[src/rtl/div_32_seq_if.sv]
// Start/busy/done handshake and operand/result bundle for div_32_seq.
// Master drives the request side; slave (the divider) drives status and results.
interface div_32_seq_if #(
    parameter int WIDTH = 32
);
    logic             start;
    logic             sign_op;
    logic [WIDTH-1:0] dividend;
    logic [WIDTH-1:0] divisor;
    logic             busy;
    logic             done;
    logic [WIDTH-1:0] quotient;
    logic [WIDTH-1:0] remainder;
    logic             div_by_zero;

    modport master (
        output start, sign_op, dividend, divisor,
        input  busy, done, quotient, remainder, div_by_zero
    );

    modport slave (
        input  start, sign_op, dividend, divisor,
        output busy, done, quotient, remainder, div_by_zero
    );
endinterface

[src/rtl/div_32_seq.sv]
// Iterative restoring divider, one trial subtraction per cycle (optional SIGNED_DIV_EN).
// Latency: done WIDTH+1 cycles after accepted start; divide-by-zero done after 1 cycle.
// Backpressure: start accepted only in IDLE/DONE, ignored while busy; results held until next start.
module div_32_seq #(
    parameter int WIDTH = 32
) (
    input  logic        clk,
    input  logic        rst,
    div_32_seq_if.slave d
);
    localparam int CNT_W = (WIDTH > 2) ? $clog2(WIDTH) : 1;

    typedef enum logic [1:0] {
        S_IDLE,
        S_CALC,
        S_DONE
    } state_t;

    state_t state, state_nxt;

    logic [WIDTH:0]   rem;
    logic [WIDTH-1:0] q;
    logic [WIDTH-1:0] dvs;
    logic [CNT_W-1:0] cnt;
    logic             neg_q;
    logic             neg_r;

    logic [WIDTH-1:0] quotient_r;
    logic [WIDTH-1:0] remainder_r;
    logic             dbz_r;

    logic             accept;
    logic             last_step;
    logic             divisor_zero;

    logic [WIDTH:0]   rem_shift;
    logic [WIDTH+1:0] trial;
    logic [WIDTH:0]   rem_step;
    logic [WIDTH-1:0] q_step;
    logic [WIDTH-1:0] q_fix;
    logic [WIDTH-1:0] r_fix;

    logic [WIDTH-1:0] dvd_mag;
    logic [WIDTH-1:0] dvs_mag;
    logic             cap_neg_q;
    logic             cap_neg_r;

`ifdef SIGNED_DIV_EN
    logic dvd_neg;
    logic dvs_neg;

    always_comb begin
        dvd_neg   = d.sign_op && d.dividend[WIDTH-1];
        dvs_neg   = d.sign_op && d.divisor[WIDTH-1];
        // -2^(WIDTH-1) negates to itself, which is the correct unsigned magnitude
        dvd_mag   = dvd_neg ? (~d.dividend + WIDTH'(1)) : d.dividend;
        dvs_mag   = dvs_neg ? (~d.divisor + WIDTH'(1)) : d.divisor;
        cap_neg_q = dvd_neg ^ dvs_neg;
        cap_neg_r = dvd_neg;
    end
`else
    logic sign_op_unused;

    assign sign_op_unused = d.sign_op;
    assign dvd_mag        = d.dividend;
    assign dvs_mag        = d.divisor;
    assign cap_neg_q      = 1'b0;
    assign cap_neg_r      = 1'b0;
`endif

    assign divisor_zero = (d.divisor == '0);
    assign accept       = d.start && ((state == S_IDLE) || (state == S_DONE));
    assign last_step    = (state == S_CALC) && (cnt == CNT_W'(WIDTH - 1));

    // Restoring keeps rem below the divisor, so its top bit only matters inside the trial.
    logic rem_msb_unused;
    assign rem_msb_unused = rem[WIDTH];

    always_comb begin
        rem_shift = {rem[WIDTH-1:0], q[WIDTH-1]};
        trial     = {1'b0, rem_shift} - {2'b00, dvs};
        if (!trial[WIDTH+1]) begin
            rem_step = trial[WIDTH:0];
            q_step   = {q[WIDTH-2:0], 1'b1};
        end else begin
            rem_step = rem_shift;
            q_step   = {q[WIDTH-2:0], 1'b0};
        end
        q_fix = neg_q ? (~q_step + WIDTH'(1)) : q_step;
        r_fix = neg_r ? (~rem_step[WIDTH-1:0] + WIDTH'(1)) : rem_step[WIDTH-1:0];
    end

    always_ff @(posedge clk) begin
        if (rst) begin
            state <= S_IDLE;
        end else begin
            state <= state_nxt;
        end
    end

    always_comb begin
        state_nxt = state;
        case (state)
            S_IDLE: begin
                if (d.start) begin
                    state_nxt = divisor_zero ? S_DONE : S_CALC;
                end
            end
            S_CALC: begin
                if (last_step) begin
                    state_nxt = S_DONE;
                end
            end
            S_DONE: begin
                if (d.start) begin
                    state_nxt = divisor_zero ? S_DONE : S_CALC;
                end else begin
                    state_nxt = S_IDLE;
                end
            end
            default: state_nxt = S_IDLE;
        endcase
    end

    always_ff @(posedge clk) begin
        if (rst) begin
            rem         <= '0;
            q           <= '0;
            dvs         <= '0;
            cnt         <= '0;
            neg_q       <= 1'b0;
            neg_r       <= 1'b0;
            quotient_r  <= '0;
            remainder_r <= '0;
            dbz_r       <= 1'b0;
        end else if (accept) begin
            rem   <= '0;
            q     <= dvd_mag;
            dvs   <= dvs_mag;
            cnt   <= '0;
            neg_q <= cap_neg_q;
            neg_r <= cap_neg_r;
            if (divisor_zero) begin
                quotient_r  <= '1;
                remainder_r <= d.dividend;
                dbz_r       <= 1'b1;
            end
        end else if (state == S_CALC) begin
            rem <= rem_step;
            q   <= q_step;
            cnt <= cnt + 1'b1;
            // Sign fixup rides on the final step so results land with the DONE entry
            if (last_step) begin
                quotient_r  <= q_fix;
                remainder_r <= r_fix;
                dbz_r       <= 1'b0;
            end
        end
    end

    assign d.busy        = (state == S_CALC);
    assign d.done        = (state == S_DONE);
    assign d.quotient    = quotient_r;
    assign d.remainder   = remainder_r;
    assign d.div_by_zero = dbz_r;

endmodule

[src/flat_wrapper.sv]
// flat-port wrapper written by rule: the top's interface ports become plain ports
module div_32_seq_flat 
#(
    parameter int WIDTH = 32
)
  (clk, rst, d_start, d_sign_op, d_dividend, d_divisor, d_busy, d_done, d_quotient, d_remainder, d_div_by_zero);
  div_32_seq_if #(.WIDTH(WIDTH)) d_i ();
  input  logic clk;
  input  logic rst;
  input wire logic [$bits(d_i.start)-1:0] d_start;
  input wire logic [$bits(d_i.sign_op)-1:0] d_sign_op;
  input wire logic [$bits(d_i.dividend)-1:0] d_dividend;
  input wire logic [$bits(d_i.divisor)-1:0] d_divisor;
  output wire logic [$bits(d_i.busy)-1:0] d_busy;
  output wire logic [$bits(d_i.done)-1:0] d_done;
  output wire logic [$bits(d_i.quotient)-1:0] d_quotient;
  output wire logic [$bits(d_i.remainder)-1:0] d_remainder;
  output wire logic [$bits(d_i.div_by_zero)-1:0] d_div_by_zero;
  assign d_i.start = d_start;
  assign d_i.sign_op = d_sign_op;
  assign d_i.dividend = d_dividend;
  assign d_i.divisor = d_divisor;
  assign d_busy = d_i.busy;
  assign d_done = d_i.done;
  assign d_quotient = d_i.quotient;
  assign d_remainder = d_i.remainder;
  assign d_div_by_zero = d_i.div_by_zero;
  div_32_seq #(.WIDTH(WIDTH)) u_core (.clk(clk), .rst(rst), .d(d_i));
endmodule
[config.mk]
export PLATFORM = sky130hd
export DESIGN_NAME = div_32_seq_flat
export DESIGN_NICKNAME = d
export VERILOG_FILES = /design/src/rtl/div_32_seq_if.sv /design/src/rtl/div_32_seq.sv /design/src/flat_wrapper.sv
export SDC_FILE = /design/constraint.sdc
export NUM_CORES = 1
export LEC_CHECK = 0
export ABC_AREA = 0
export BUFFER_PORTS_ARGS = -buffer_cell sky130_fd_sc_hd__buf_2
export CAP_MARGIN = 40
export CORE_MARGIN = 8
export CORE_UTILIZATION = 59
export DETAILED_ROUTE_END_ITERATION = 10
export PLACE_DENSITY = 0.79
export REMOVE_ABC_BUFFERS = 1
export SLEW_MARGIN = 20
export SYNTH_ARGS = -nofsm -noshare
export SYNTH_HDL_FRONTEND = slang
export SYNTH_SLANG_ARGS = --single-unit
[constraint.sdc]
create_clock -name clk -period 4.5 [get_ports clk]
set_clock_uncertainty 0.2 [all_clocks]
set_input_delay 0.45 -clock clk [delete_from_list [all_inputs] [get_ports clk]]
set_output_delay 0.45 -clock clk [all_outputs]
set_load 0.03 [all_outputs]
After elaboration in Yosys (flattened, before gate mapping)
Index checks and enable logic that the tools add are counted.
{"block": "classes", "muxes": 21, "n_reduce_logical": 10, "n_eq_ne": 6, "bitwise": 0, "multipliers": 0, "div_mod_pow": 0, "shifts": 0, "add_sub_neg": 2, "order_cmp": 0}
{"op": "2-to-1 mux 32 bit", "n": 11}
{"op": "subtractor 33 x 32 -> 34 bit", "n": 1}
{"op": "zero test 32 bit", "n": 1}
{"op": "2-to-1 mux 2 bit", "n": 4}
{"op": "case mux 2 bit (3 select lines)", "n": 1}
{"op": "adder 5 x 1 -> 5 bit (second input constant)", "n": 1}
{"op": "== test 5 bit (second input constant)", "n": 1}
{"op": "2-to-1 mux 1 bit", "n": 5}
{"op": "!= test 2 bit (second input constant)", "n": 2}
{"op": "nonzero test 2 bit", "n": 2}
{"op": "AND reduction 3 bit", "n": 1}
{"op": "== test 2 x 1 -> 1 bit (second input constant)", "n": 1}
{"op": "== test 2 bit (second input constant)", "n": 1}
{"op": "logical AND 1 bit", "n": 2}
{"op": "zero test 2 bit", "n": 1}
{"op": "!= test 2 x 1 -> 1 bit (second input constant)", "n": 1}
{"op": "AND reduction 2 bit", "n": 1}
{"op": "OR reduction 2 bit", "n": 1}
{"op": "logical OR 1 bit", "n": 1}
{"block": "word_totals", "input_bits": 68, "latch_bits": 0, "regBits": 168, "romBits": 0, "ram_bits": 0, "n_memories": 0}

Depth between registers and ports, before layout
{"block": "depth", "ltp_word": 5, "ltp_mapped": 14, "depth_no_buf": 11}

Least setup slack after synthesis
Ideal clock, no wire load.
{"block": "synth_path", "kind": "reg2reg", "start": "register u_core.q[31]", "end": "register u_core.remainder_r[28] (netlist: u_core.d.remainder[28])", "path_buffers": 0, "setup_slack_ps": 1591, "synth_period_minus_slack_ps": 2909, "path_stages_with_launch": 12, "arrival_ps": 2571, "setup_time_ps": 138, "path_cell_list": "dfxtp_1 inv_1 ha_1 fa_1 nand2b_1 a21oi_1 o2111ai_1 a2111oi_0 o2111ai_1 nand4b_1 nor3b_1 o221ai_1"}
{"block": "synth_via", "elab_chain_cells": 5}
{"item": "from (decl)", "line": "div_32_seq.sv:22", "source": "logic [WIDTH-1:0] q;"}
{"item": "from (signal assigned)", "line": "div_32_seq.sv:138", "source": "q <= dvd_mag;"}
{"item": "from (signal assigned)", "line": "div_32_seq.sv:150", "source": "q <= q_step;"}
{"item": "subtractor 33 x 32 -> 34 bit", "line": "div_32_seq.sv:81", "source": "trial = {1'b0, rem_shift} - {2'b00, dvs};"}
{"item": "2-to-1 mux 32 bit", "line": "div_32_seq.sv:82", "source": "if (!trial[WIDTH+1]) begin"}
{"item": "2-to-1 mux 32 bit", "line": "div_32_seq.sv:153", "source": "if (last_step) begin"}
{"item": "2-to-1 mux 32 bit", "line": "div_32_seq.sv:148", "source": "end else if (state == S_CALC) begin"}
{"item": "2-to-1 mux 32 bit", "line": "div_32_seq.sv:136", "source": "end else if (accept) begin"}
{"item": "to (signal assigned)", "line": "div_32_seq.sv:145", "source": "remainder_r <= d.dividend;"}
{"item": "to (signal assigned)", "line": "div_32_seq.sv:155", "source": "remainder_r <= r_fix;"}
{"item": "to (decl)", "line": "div_32_seq.sv:29", "source": "logic [WIDTH-1:0] remainder_r;"}
No other way between the ends. The select of a mux whose other input is x is not followed.
A chain may end at the register's enable or synchronous reset.

Final worst setup path
Same ends and word-level chain as after synthesis.

==> impl_metrics.py <==
metrics = {
    "floorplanning": {
        "row_count": 45,
        "die_y_um": 139,
        "initial_utilization": 0.596,
        "die_w_um": 139,
        "die_area_mm2": 0.0193,
        "core_mm2": 0.0150,
        "io_pins": 135,
    },
    "hold_path": {
        "hold-path-cell-count": 3,
        "hold_start": "d_divisor[4]",
        "min_path_type": "input port to flip-flop",
        "min_to": "u_core.dvs[4]$_SDFFE_PP0P_",
    },
    "clocking": {
        "clk_latency_ns": 0.43,
        "cts.sinks": 168,
        "clk_pin_slew_ns": 0.07,
        "post_cts_resized": 0,
        "numCtsBuffers": 17,
        "cts_tree": "built",
        "root_buffer": "clkbuf_16",
        "hold_buffers": 0,
        "post-cts-setup-buffer-count": 0,
        "cts-htree-levels": 4,
        "clockBufferDepth": 2,
    },
    "timing": {
        "worst_pin_slew_ns": 0.794,
        "rsz0062_at_grt": "no",
        "fin_setup_tns_ns": 0,
        "max_freq_mhz": 265,
        "setup_slack_ns": 0.727,
        "whs_ns": 0.0606,
        "slew_headroom": 0.469,
        "hold_viol": 0,
        "final.min_clock_period_ns": 3.77,
        "final.period_utilization": 0.838,
        "finalSetupViolCount": 0,
        "finalMaxSlewViolations": 0,
    },
    "global_routing": {
        "grt_max_degree": 73,
        "grt_pass1_vias": 7969,
        "gr-total-overflow": 0,
        "antenna_found_initial": 0,
        "grt_use_total": 0.253,
        "grt_pass1_wl_mm": 41.0,
    },
    "worst_setup_path": {
        "max_stage_delay_ns": 0.73,
        "setup.worst_path.class": "flip-flop to flip-flop",
        "r2r-end": "u_core.d.remainder[28]$_SDFFE_PP0P_",
        "r2r_slack_ns": 0.73,
        "timing.critical_path.mode_cell": "o2111ai_1",
        "reg2regPathDepth": 11,
        "worst_setup_path_end_kind": "flip-flop",
        "cp.required_ns": 4.60,
        "path_cells": "inv_1 > ha_1 > fa_1 > nand2b_1 > a21oi_1 > o2111ai_1 > a2111oi_0 > o2111ai_1 > nand4b_1 > nor3b_1 > o221ai_1",
        "cp_data_arrival_time_ns": 3.87,
        "cp_slowest_cell": "a2111oi_0",
        "worst_path_dominant_cell_family": "compound AO/OA/AOI/OAI gates",
        "r2r-start": "u_core.q[31]$_SDFFE_PP0P_",
        "cp-start-kind": "flip-flop",
        "crit_fanout": 4,
        "cp.buffers_inverters": 1,
    },
    "routing": {
        "vias": 8696,
        "dr.first_iter.drc_count": 797,
        "drtAntennaViolNets": 0,
        "drt-total-wl_mm": 24.9,
        "routedWlPerCell_um": 17.8,
        "drc": 0,
        "dr.pass1.iters": 5,
        "viasPerCell": 6.21,
    },
    "cells_and_area": {
        "drive_gt1_frac": 0.169,
        "antenna_cells": 0,
        "seq_area_mm2": 0.00336,
        "num-fill-cells": 1318,
        "fin_area_mm2": 0.0102,
        "multi_input_area_mm2": 0.00503,
        "fin_nets": 1303,
        "syn2layout_area_growth_pct": 14.6,
    },
    "logic_synthesis": {
        "async_flop_share": 0,
        "yosys.area_share.xor_xnor": 0.0245,
        "yosys-mux-area-fraction": 0.0226,
        "seq_area_frac_synth": 0.377,
        "synthAdderAreaFrac": 0.0499,
        "synth_edf_count": 0,
        "synth_warnings": 0,
        "ys_types": 70,
        "synth_ff_type": "dfxtp_1",
        "synth_compound_area_frac": 0.248,
        "synth_seq_cells": 168,
        "avgSynthCellArea_um2": 7.98,
        "netlist_area_mm2": 0.00892,
        "syn_inst": 1118,
        "synth_top_family_by_area": "compound AO/OA/AOI/OAI gates",
        "synth_simple_gate_area_frac": 0.217,
    },
    "power_and_ir_drop": {
        "switching_power_mw": 1.40,
        "ir_drop_mv": 0.281,
        "p_leak_nw": 4.17,
        "power_density_mw_per_mm2": 410,
        "intPower_mw": 2.79,
        "p_seq_frac": 0.381,
        "design_power_total_mw": 4.19,
        "swShare": 0.335,
        "pwr-share-clk": 0.352,
        "combPwrFrac": 0.267,
    },
    "job": {
        "cap_violations": 0,
    },
    "placed_design": {
        "hpwl_mm": 17.9,
        "io_buffers": 133,
        "routabilityCongestion": 0.982,
        "placed_cell_area_mm2": 0.00961,
        "post-place-ws_ns": 0.793,
    },
    "status": {
        "status": "finished clean",
    },
}
sequential cells by signal (all words and copies together), names as in the netlist:
name                  count
u_core.cnt                5
u_core.d.quotient        32
u_core.d.remainder       32
u_core.d.div_by_zero      1
u_core.q                 32
u_core.state              2
u_core.rem               32
u_core.dvs               32
tightest hold or removal path: cells and delay by family:
family	cells	cell delay, ns
compound gates	1	0.05
buf+inv	1	0.10
simple gates	1	0.05
through the flow:
step | cells | utilization
global route | 1401 | 0.683
detailed placement | 1368 | 0.642
floorplan | 1031 | -
finish | 1401 | 0.683
CTS | 1400 | 0.681
global placement | 1366 | 0.639
synth_stat cells, types with 3 or more instances:
library cell	number	area, µm²
or3_1	3	18.8
nor4_1	9	56.3
mux2i_1	19	190
or4_1	6	45.0
a41oi_1	6	52.6
nor2_1	67	251
o21ai_0	39	195
o2111ai_1	3	26.3
nand3b_1	5	37.5
and3_1	9	56.3
clkbuf_1	62	233
inv_1	43	161
dfxtp_1	168	3360
nand2b_1	8	50.1
a31oi_1	6	37.5
buf_1	12	45.0
a2111oi_0	3	26.3
o22ai_1	3	18.8
a22oi_1	64	480
nor2b_1	4	25.0
ha_1	34	425
o21bai_1	6	45.0
nand3_1	40	200
nand4_1	31	194
xnor2_1	17	149
a211oi_1	6	45.0
buf_2	7	35.0
nand2_1	136	510
a21o_1	17	128
buf_6	4	45.0
o211ai_1	26	195
and2_1	6	37.5
xor2_1	8	70.1
o221ai_1	9	78.8
nor3_1	73	365
a21oi_1	117	586
worst max path at each step:
stage                               from                             endpoint  slack [ns]  cells after the start
2_1_floorplan                    d_start   u_core.d.remainder[0]$_SDFFE_PP0P_       -2.39                      5
3_3_place_gp   u_core.q[31]$_SDFFE_PP0P_  u_core.d.remainder[28]$_SDFFE_PP0P_        0.86                     11
3_5_place_dp   u_core.q[31]$_SDFFE_PP0P_  u_core.d.remainder[28]$_SDFFE_PP0P_        0.79                     11
4_1_cts        u_core.q[31]$_SDFFE_PP0P_  u_core.d.remainder[28]$_SDFFE_PP0P_        0.77                     11
5_1_grt        u_core.q[31]$_SDFFE_PP0P_  u_core.d.remainder[28]$_SDFFE_PP0P_        0.46                     11
6_report       u_core.q[31]$_SDFFE_PP0P_  u_core.d.remainder[28]$_SDFFE_PP0P_        0.73                     11
cell type report:
cell class | instances | area share
clock buffer | 18 | 0.0420
clock inverter | 14 | 0.0161
inverter | 43 | 0.0158
multi-input combinational | 820 | 0.492
sequential | 168 | 0.329
tap | 188 | 0.0230
timing repair buffer | 150 | 0.0824
per-layer routing:
layer / track usage / up-vias / part of all wire
met5: 0 / - / 0
met4: 0.0687 / 0 / 0.016
met3: 0.0540 / 37 / 0.089
met2: 0.385 / 414 / 0.44
met1: 0.354 / 3983 / 0.46
li1: - / 4262 / -
power by group through the flow:
stage | registers, mW | logic [mW] | clock network, mW
floorplan | 1.61 | 0.786 | 0
global placement | 1.62 | 1.07 | 0
CTS | 1.59 | 1.10 | 1.48
finish | 1.59 | 1.12 | 1.48
global route | 1.60 | 1.22 | 1.55
detailed placement | 1.63 | 1.08 | 0
cells by family (layout without fill, tap and decap cells):
group / Yosys count / count (layout)
AND/OR/NAND/NOR: 408 / 408
buffers and inverters: 130 / 225
AO/OA/AOI/OAI: 332 / 332
multiplexers: 20 / 20
adder cells (fa/ha/maj): 35 / 35
flip-flops: 168 / 168
XOR/XNOR: 25 / 25
layout by cell type (no fill, tap or decap), drive strengths merged, types with 4 or more instances in the layout:
cell / n
nand2b: 8
a22oi: 64
a31oi: 7
a21o: 17
clkbuf: 18
mux2i: 19
or4: 6
nand3b: 5
dfxtp: 168
nor3: 73
inv: 48
ha: 34
nor2b: 4
and2: 7
o2111ai: 5
xnor2: 17
clkinv: 6
nand2: 137
a21oi: 118
o211ai: 27
nand3: 40
buf: 150
a211oi: 6
a41oi: 6
nor4: 9
o21ai: 40
xor2: 8
nand4: 31
o221ai: 9
a2111oi: 4
and3: 10
o21bai: 6
nor2: 68
Note: power is estimated with default switching activity, not from simulation.
